### config.mk
export PLATFORM = sky130hd
export DESIGN_NAME = blit_sequencer
export DESIGN_NICKNAME = d
export VERILOG_FILES = /design/src/rtl/boxhead_blit_pkg.sv /design/src/rtl/blit_cmd_fifo.sv /design/src/rtl/blit_sequencer.sv
export SDC_FILE = /design/constraint.sdc
export NUM_CORES = 1
export LEC_CHECK = 0
export ABC_AREA = 1
export ABC_CLOCK_PERIOD_IN_PS = 9100
export BUFFER_PORTS_ARGS = -buffer_cell sky130_fd_sc_hd__clkbuf_2
export CAP_MARGIN = 20
export CORE_ASPECT_RATIO = 1.1
export CORE_MARGIN = 1.5
export CORE_UTILIZATION = 32
export CTS_CLUSTER_DIAMETER = 100
export DETAILED_ROUTE_END_ITERATION = 7
export PLACE_DENSITY_LB_ADDON = 0.25
export SETUP_SLACK_MARGIN = 0.15
export SYNTH_ARGS = -nofsm -noshare
export SYNTH_HDL_FRONTEND = slang
export SYNTH_SLANG_ARGS = --single-unit
### constraint.sdc
create_clock -name clk -period 9.1 [get_ports clk]
set_clock_uncertainty 0.15 [all_clocks]
set_input_delay 1.365 -clock clk [delete_from_list [all_inputs] [get_ports clk]]
set_output_delay 1.365 -clock clk [all_outputs]
set_load 0.01 [all_outputs]
### src/rtl/boxhead_blit_pkg.sv
// -----------------------------------------------------------------------------
// boxhead_blit_pkg
// Shared types and defaults for the sprite blit sequencer.
//   blit_cmd_t  : one rectangular copy command as queued in the command FIFO
//   state_t     : sequencer FSM state
//   pix_meta_t  : per-pixel side information travelling with an SRAM read
// -----------------------------------------------------------------------------
package boxhead_blit_pkg;

    localparam int unsigned    DEF_FIFO_DEPTH  = 8;
    localparam logic [15:0]    DEF_TRANSPARENT = 16'hF81F;
    localparam int unsigned    DEF_SCREEN_W    = 640;
    localparam int unsigned    DEF_SCREEN_H    = 480;

    typedef struct packed {
        logic [19:0] src_base;
        logic [9:0]  x;
        logic [9:0]  y;
        logic [9:0]  w;
        logic [9:0]  h;
        logic [1:0]  palette;
    } blit_cmd_t;

    typedef enum logic {
        IDLE,
        RUN
    } state_t;

    // Destination coordinates are carried at 11 bits so that x+col / y+row
    // never wrap back onto the screen before the clip compare.
    typedef struct packed {
        logic        valid;
        logic [10:0] x;
        logic [10:0] y;
        logic [1:0]  palette;
    } pix_meta_t;

endpackage

### src/rtl/blit_cmd_fifo.sv
// -----------------------------------------------------------------------------
// blit_cmd_fifo
// Synchronous FIFO of blit commands with first-word fall-through head.
//   clk, reset     : clock, asynchronous active-high reset (empties the FIFO)
//   push_i         : write push_data_i when not full (refused when full, even
//                    if a pop happens in the same cycle)
//   pop_i          : drop head_o when not empty
//   head_o         : oldest entry, valid while empty_o is low
//   full_o/empty_o : derived from registered occupancy only
// -----------------------------------------------------------------------------
module blit_cmd_fifo
    import boxhead_blit_pkg::*;
#(
    parameter int unsigned DEPTH = DEF_FIFO_DEPTH
) (
    input  logic      clk,
    input  logic      reset,
    input  logic      push_i,
    input  blit_cmd_t push_data_i,
    input  logic      pop_i,
    output blit_cmd_t head_o,
    output logic      full_o,
    output logic      empty_o
);

    localparam int unsigned PTR_W = $clog2(DEPTH);

    blit_cmd_t        mem_q [DEPTH];
    logic [PTR_W-1:0] wr_ptr_q;
    logic [PTR_W-1:0] rd_ptr_q;
    logic [PTR_W:0]   count_q;
    logic [PTR_W:0]   count_d;
    logic             do_push;
    logic             do_pop;

    assign full_o  = (count_q == (PTR_W+1)'(DEPTH));
    assign empty_o = (count_q == '0);
    assign do_push = push_i && !full_o;
    assign do_pop  = pop_i && !empty_o;
    assign head_o  = mem_q[rd_ptr_q];

    // NOTE: every variable assigned in always_comb gets a default first so no
    // path leaves it unassigned, which would otherwise infer a latch.
    always_comb begin
        count_d = count_q;
        unique case ({do_push, do_pop})
            2'b10:   count_d = count_q + (PTR_W+1)'(1);
            2'b01:   count_d = count_q - (PTR_W+1)'(1);
            default: count_d = count_q;
        endcase
    end

    // NOTE: the storage array has no reset; an entry is only ever read after
    // count_q says it was written, so stale contents are never observed.
    always_ff @(posedge clk) begin
        if (do_push) begin
            mem_q[wr_ptr_q] <= push_data_i;
        end
    end

    // NOTE: state registers use non-blocking assignments so every flop samples
    // pre-edge values regardless of statement order.
    always_ff @(posedge clk or posedge reset) begin
        if (reset) begin
            wr_ptr_q <= '0;
            rd_ptr_q <= '0;
            count_q  <= '0;
        end else begin
            // DEPTH is a power of two, so pointers wrap by natural overflow.
            if (do_push) wr_ptr_q <= wr_ptr_q + PTR_W'(1);
            if (do_pop)  rd_ptr_q <= rd_ptr_q + PTR_W'(1);
            count_q <= count_d;
        end
    end

endmodule

### src/rtl/blit_sequencer.sv
// -----------------------------------------------------------------------------
// blit_sequencer
// Pops rectangular blit commands, walks source SRAM addresses row-major and
// emits one frame-buffer write per visible, non-transparent pixel.
//   clk, reset        : clock, asynchronous active-high reset (aborts work)
//   cmd_*             : command offer; accepted on cmd_valid & cmd_ready
//   src_addr/src_data : SRAM read port, data valid 1 clk after the address
//   program_*         : registered frame-buffer write, 1-clk program_write
//   palette_index     : palette of the write, aligned with program_write
//   current_frame     : displayed-buffer select from the VGA clock domain
//   busy              : queued or in-flight work exists
//   frame_overrun     : 1-clk pulse when current_frame toggles while busy
// -----------------------------------------------------------------------------
module blit_sequencer
    import boxhead_blit_pkg::*;
#(
    parameter int unsigned FIFO_DEPTH  = DEF_FIFO_DEPTH,
    parameter logic [15:0] TRANSPARENT = DEF_TRANSPARENT,
    parameter int unsigned SCREEN_W    = DEF_SCREEN_W,
    parameter int unsigned SCREEN_H    = DEF_SCREEN_H
) (
    input  logic        clk,
    input  logic        reset,
    input  logic        cmd_valid,
    output logic        cmd_ready,
    input  logic [19:0] cmd_src_base,
    input  logic [9:0]  cmd_x,
    input  logic [9:0]  cmd_y,
    input  logic [9:0]  cmd_w,
    input  logic [9:0]  cmd_h,
    input  logic [1:0]  cmd_palette,
    output logic [19:0] src_addr,
    input  logic [15:0] src_data,
    output logic [9:0]  program_x,
    output logic [9:0]  program_y,
    output logic [15:0] program_data,
    output logic        program_write,
    output logic [1:0]  palette_index,
    input  logic        current_frame,
    output logic        busy,
    output logic        frame_overrun
);

    blit_cmd_t   push_cmd;
    blit_cmd_t   head_cmd;
    logic        fifo_full;
    logic        fifo_empty;
    logic        fifo_pop;

    state_t      state_q;
    logic [9:0]  x_q, y_q, w_q, h_q;
    logic [1:0]  pal_q;
    logic [9:0]  col_q, row_q;
    logic [19:0] addr_q;
    logic [19:0] src_addr_q;
    pix_meta_t   pipe1_q, pipe2_q;

    logic [9:0]  prog_x_q, prog_y_q;
    logic [15:0] prog_data_q;
    logic        prog_write_q;
    logic [1:0]  prog_pal_q;
    logic        busy_q;
    logic [2:0]  frame_sync_q;
    logic        overrun_q;

    logic [10:0] pix_x_d, pix_y_d;
    logic        last_col_d, last_row_d;
    logic        write_en_d;
    logic        busy_d;

    assign push_cmd = '{src_base: cmd_src_base, x: cmd_x, y: cmd_y,
                        w: cmd_w, h: cmd_h, palette: cmd_palette};

    // The FIFO is popped in the same cycle IDLE sees it non-empty.
    assign fifo_pop  = (state_q == IDLE) && !fifo_empty;
    assign cmd_ready = !fifo_full;

    blit_cmd_fifo #(
        .DEPTH (FIFO_DEPTH)
    ) u_fifo (
        .clk         (clk),
        .reset       (reset),
        .push_i      (cmd_valid),
        .push_data_i (push_cmd),
        .pop_i       (fifo_pop),
        .head_o      (head_cmd),
        .full_o      (fifo_full),
        .empty_o     (fifo_empty)
    );

    assign pix_x_d    = {1'b0, x_q} + {1'b0, col_q};
    assign pix_y_d    = {1'b0, y_q} + {1'b0, row_q};
    assign last_col_d = (col_q == w_q - 10'd1);
    assign last_row_d = (row_q == h_q - 10'd1);

    // Command sequencer: latches a command in IDLE and issues one read per clk
    // in RUN, tagging each read with its own coordinates and palette.
    always_ff @(posedge clk or posedge reset) begin
        if (reset) begin
            state_q    <= IDLE;
            x_q        <= '0;
            y_q        <= '0;
            w_q        <= '0;
            h_q        <= '0;
            pal_q      <= '0;
            col_q      <= '0;
            row_q      <= '0;
            addr_q     <= '0;
            src_addr_q <= '0;
            pipe1_q    <= '0;
        end else begin
            pipe1_q.valid <= 1'b0;
            unique case (state_q)
                IDLE: begin
                    if (!fifo_empty) begin
                        x_q    <= head_cmd.x;
                        y_q    <= head_cmd.y;
                        w_q    <= head_cmd.w;
                        h_q    <= head_cmd.h;
                        pal_q  <= head_cmd.palette;
                        col_q  <= '0;
                        row_q  <= '0;
                        addr_q <= head_cmd.src_base;
                        // Empty rectangles are consumed without any read.
                        if (head_cmd.w != '0 && head_cmd.h != '0) begin
                            state_q <= RUN;
                        end
                    end
                end
                RUN: begin
                    src_addr_q <= addr_q;
                    pipe1_q    <= '{valid: 1'b1, x: pix_x_d, y: pix_y_d,
                                    palette: pal_q};
                    addr_q     <= addr_q + 20'd1;
                    if (last_col_d) begin
                        col_q <= '0;
                        row_q <= row_q + 10'd1;
                        if (last_row_d) begin
                            state_q <= IDLE;
                        end
                    end else begin
                        col_q <= col_q + 10'd1;
                    end
                end
                default: state_q <= IDLE;
            endcase
        end
    end

    // pipe1 lines up with the registered address, pipe2 with the SRAM data.
    assign write_en_d = pipe2_q.valid && (src_data != TRANSPARENT) &&
                        (pipe2_q.x < 11'(SCREEN_W)) && (pipe2_q.y < 11'(SCREEN_H));

    assign busy_d = !fifo_empty || (state_q != IDLE) || pipe1_q.valid || pipe2_q.valid;

    always_ff @(posedge clk or posedge reset) begin
        if (reset) begin
            pipe2_q      <= '0;
            prog_x_q     <= '0;
            prog_y_q     <= '0;
            prog_data_q  <= '0;
            prog_write_q <= 1'b0;
            prog_pal_q   <= '0;
            busy_q       <= 1'b0;
        end else begin
            pipe2_q      <= pipe1_q;
            prog_x_q     <= pipe2_q.x[9:0];
            prog_y_q     <= pipe2_q.y[9:0];
            prog_data_q  <= src_data;
            prog_pal_q   <= pipe2_q.palette;
            prog_write_q <= write_en_d;
            busy_q       <= busy_d;
        end
    end

    // current_frame is asynchronous: two flops resynchronise it, the third
    // holds the previous value so either edge can be detected.
    always_ff @(posedge clk or posedge reset) begin
        if (reset) begin
            frame_sync_q <= '0;
            overrun_q    <= 1'b0;
        end else begin
            frame_sync_q <= {frame_sync_q[1:0], current_frame};
            overrun_q    <= (frame_sync_q[2] ^ frame_sync_q[1]) && busy_q;
        end
    end

    assign src_addr      = src_addr_q;
    assign program_x     = prog_x_q;
    assign program_y     = prog_y_q;
    assign program_data  = prog_data_q;
    assign program_write = prog_write_q;
    assign palette_index = prog_pal_q;
    assign busy          = busy_q;
    assign frame_overrun = overrun_q;

endmodule

==> summary.md <==
| Metric | Value |
|---|---|
| Total of max-cap violations | 0 |
| Cell area after layout | 33400 um2 |
| Main flop type after synthesis | edfxtp_1 |
| Yosys top cell area share | 0.512 |
| Ys async rst share | 0.294 |
| Slew headroom | 0.287 |
| Port Buffers | 143 |
| Post-CTS Setup Inserts | 0 |
| Setup-failing EPs final | 0 |
| Gpl congestion | 0.833 |
| Vias per std cell | 4.92 |
| Status | complete, no violations |
| Top cells by area, synth | edfxtp_1 (51%), dfrtp_1 (18%), nand2_1 (6.9%) |
| Chip width | 291 um |
| Dpl cells | 3814 |
| Vias | 19500 |
| Worst R2R Path Depth | 9 |
| Syn avg cell area | 11.2 um2 |
| Routed WL | 75200 um |
| # IOs | 144 |
| Final period util | 0.437 |
| Peak VDD IR | 0.000103 V |
| Slew @ Worst Pin | 1.07 ns |
| Worst reg2reg setup slack | 5.13 ns |
| Leakage | 12.9 nW |
| Critical path fanouts, max | 82 |
| Worst setup margin | 5.13 ns |
| Critical path endpoint category | flop |
| Post-cts gate resize count | 0 |
| First-pass GRT wire length | 117000 um |
| Cts hold-fix bufs | 0 |
| CTS Buffer Depth | 3 |
| Layout overhead on the synthesized area | 14.8% |
| Reg-to-Reg Start | u_fifo.rd_ptr_q[0]$_DFFE_PP0P_ |
| Grt ovf | 0 |
| Worst reg2reg path endpoint | addr_q[19]$_DFFE_PP0P_ |
| Power after layout | 8.22 mW |
| Die span in y | 319 um |
| Pre-CTS setup slack | 5.11 ns |
| Root buffer cell | clkbuf_16 |
| Worst skew pair latency | 0.62 ns |
| FF/Latch Area | 20100 um2 |
| Synth Register Bits | 703 |
| Mapped Cells | 2602 |
| Top post-synthesis cells by count | nand2_1 (534), edfxtp_1 (496), nor2_1 (354) |
| Post-DRT Antenna Nets | 0 |
| Vias in the first global route | 19300 |
| Die Footprint | 92800 um2 |
| CTS tree | built |
| Yosys warns | 0 |
| Initial Util | 0.324 |
| Worst hold path class | flop to flop |
| Final Max Slew Viols | 0 |
| Drt drc | 0 |
| Worst EP required | 9.48 ns |
| Iter 0 DRT Violations | 1557 |
| Unrepaired setup endpoints after global routing | no |
| # nets final | 2837 |
| Non-filler cells, final | 3954 |
| Antenna violations before repair | 8 |
| TritonRoute pass-1 iters | 5 |
| Pwr dens | 246 nW/um2 |
| Crit Path Category | flop to flop |
| Max Fclk | 252 MHz |
| Hold depth | 0 |
| Area of the multi-input gates | 7800 um2 |
| Setup TNS | 0 ns |
| Worst Setup Start Kind | flop |
| Clock transition at path regs | 0.06 ns |
| Worst Path Arrival | 4.35 ns |
| Number of fill cells in the layout | 8724 |
| EDFF count, synth | 496 |
| Hold Startpoint | pipe2_q[17]$_DFF_PP0_ |
| Total global-route track usage | 0.162 |
| Post-Synthesis Net Count | 2717 |
| Most frequent cell after synthesis | nand2_1 |
| Core Rows | 115 |
| Core Area | 89800 um2 |
| Dominant cell type by area after synthesis | edfxtp_1 |
| Fin crit period | 3.97 ns |
| Seq/Total Area, Yosys | 0.690 |
| Final-report hold violation count | 0 |
| Fraction of layout cells with a size suffix above 1 | 0.112 |
| DP Area | 30900 um2 |
| Post-Syn Area | 29100 um2 |
| Worst Hold End | program_x[4]$_DFF_PP0_ |
| Num Clock Sinks | 703 |
| Pin count of the biggest net entering global routing | 84 |
| WL/cell | 19.0 um |
| Cell variety after synth | 46 |
| Number of H-tree levels | 3 |
| Post-DP HPWL | 45700 um |
| Total CTS buffers | 75 |
==> per-stage QoR <==
stage           util  hold slack [ns]
3_3_place_gp   0.344            0.184
6_report       0.372            0.196
5_1_grt        0.372            0.209
2_1_floorplan      -            0.181
3_5_place_dp   0.344            0.185
4_1_cts        0.372            0.197
==> worst max-delay path, stage by stage (launching register included) <==
cell,delay [ns]
dfrtp_4,0.72
inv_6,0.51
buf_4,0.80
buf_4,0.73
o21ai_0,0.16
o22ai_1,0.17
nand2_1,0.07
nand2_1,0.16
o21ai_0,0.11
a21oi_1,0.18
==> worst max-delay path by stage <==
stage | slack (ns) | to | start | cells past startpoint
after global routing | 4.77 | addr_q[5]$_DFFE_PP0P_ | u_fifo.rd_ptr_q[0]$_DFFE_PP0P_ | 9
after global placement | 5.21 | u_fifo.mem_q[6][24]$_DFFE_PP_ | cmd_valid | 5
final | 5.13 | addr_q[19]$_DFFE_PP0P_ | u_fifo.rd_ptr_q[0]$_DFFE_PP0P_ | 9
after CTS | 5.11 | addr_q[5]$_DFFE_PP0P_ | u_fifo.rd_ptr_q[0]$_DFFE_PP0P_ | 9
after floorplan | 1.93 | addr_q[0]$_DFFE_PP0P_ | reset | 1
after detailed placement | 5.11 | u_fifo.mem_q[6][27]$_DFFE_PP_ | cmd_valid | 5
==> report_power, final <==
part,switching [mW],internal [mW]
logic,0.720,0.286
clock network,1.24,1.84
registers,0.185,3.94
==> metal layers <==
| metal | part of all wire | wire length, um | GRT usage | up-vias |
|---|---|---|---|---|
| met2 | 0.48 | 36000 | 0.268 | 511 |
| met1 | 0.44 | 33300 | 0.215 | 9585 |
| met5 | 0.00080 | 60 | 0 | - |
| met4 | 0.023 | 1750 | 0.0528 | 10 |
| met3 | 0.053 | 4000 | 0.0269 | 128 |
| li1 | - | - | - | 9235 |
==> cell usage in the layout (no fill, tap or decap), types with 19 or more instances in the layout <==
master     Yosys  final
nand2_1      534    534
edfxtp_1     496    496
nor2_1       354    346
o21ai_0      267    267
dfrtp_1      207    203
inv_1        165    162
clkbuf_2       1    143
nand3_1      130    130
clkbuf_16      0     77
o221ai_1      39     39
o22ai_1       36     36
o21ai_1       31     31
xor2_1        30     30
a21oi_1       30     30
ha_1          30     30
buf_4         14     24
o211ai_1      23     23
nand4_1       23     23
clkbuf_1      59     19
==> registers in the layout, summed over array words and instances, names as in the netlist, 4 cells and up <==
signal          flops
program_y          10
src_addr           20
pipe1_q            25
y_q                10
u_fifo.count_q      4
program_x          10
row_q              10
addr_q             20
x_q                10
h_q                10
program_data       16
w_q                10
u_fifo.mem_q      496
pipe2_q            25
col_q              10
==> area by class of cell <==
cell class	count	share of cell area
antenna	2	0.000150
clock buffer	103	0.0627
clock inverter	34	0.0119
inverter	168	0.0193
multi-input combinational	1606	0.234
sequential	703	0.601
tap	1170	0.0438
timing repair buffer	168	0.0272
==> cells by family after synthesis <==
logic type               after synthesis  synth area share
flip-flops                           703             0.690
XOR/XNOR                              37            0.0111
AO/OA/AOI/OAI                        449            0.0874
buffers and inverters                293            0.0445
adder cells (fa/ha/maj)               33            0.0150
AND/OR/NAND/NOR                     1087             0.152
Note: power is estimated with default switching activity, not from simulation.
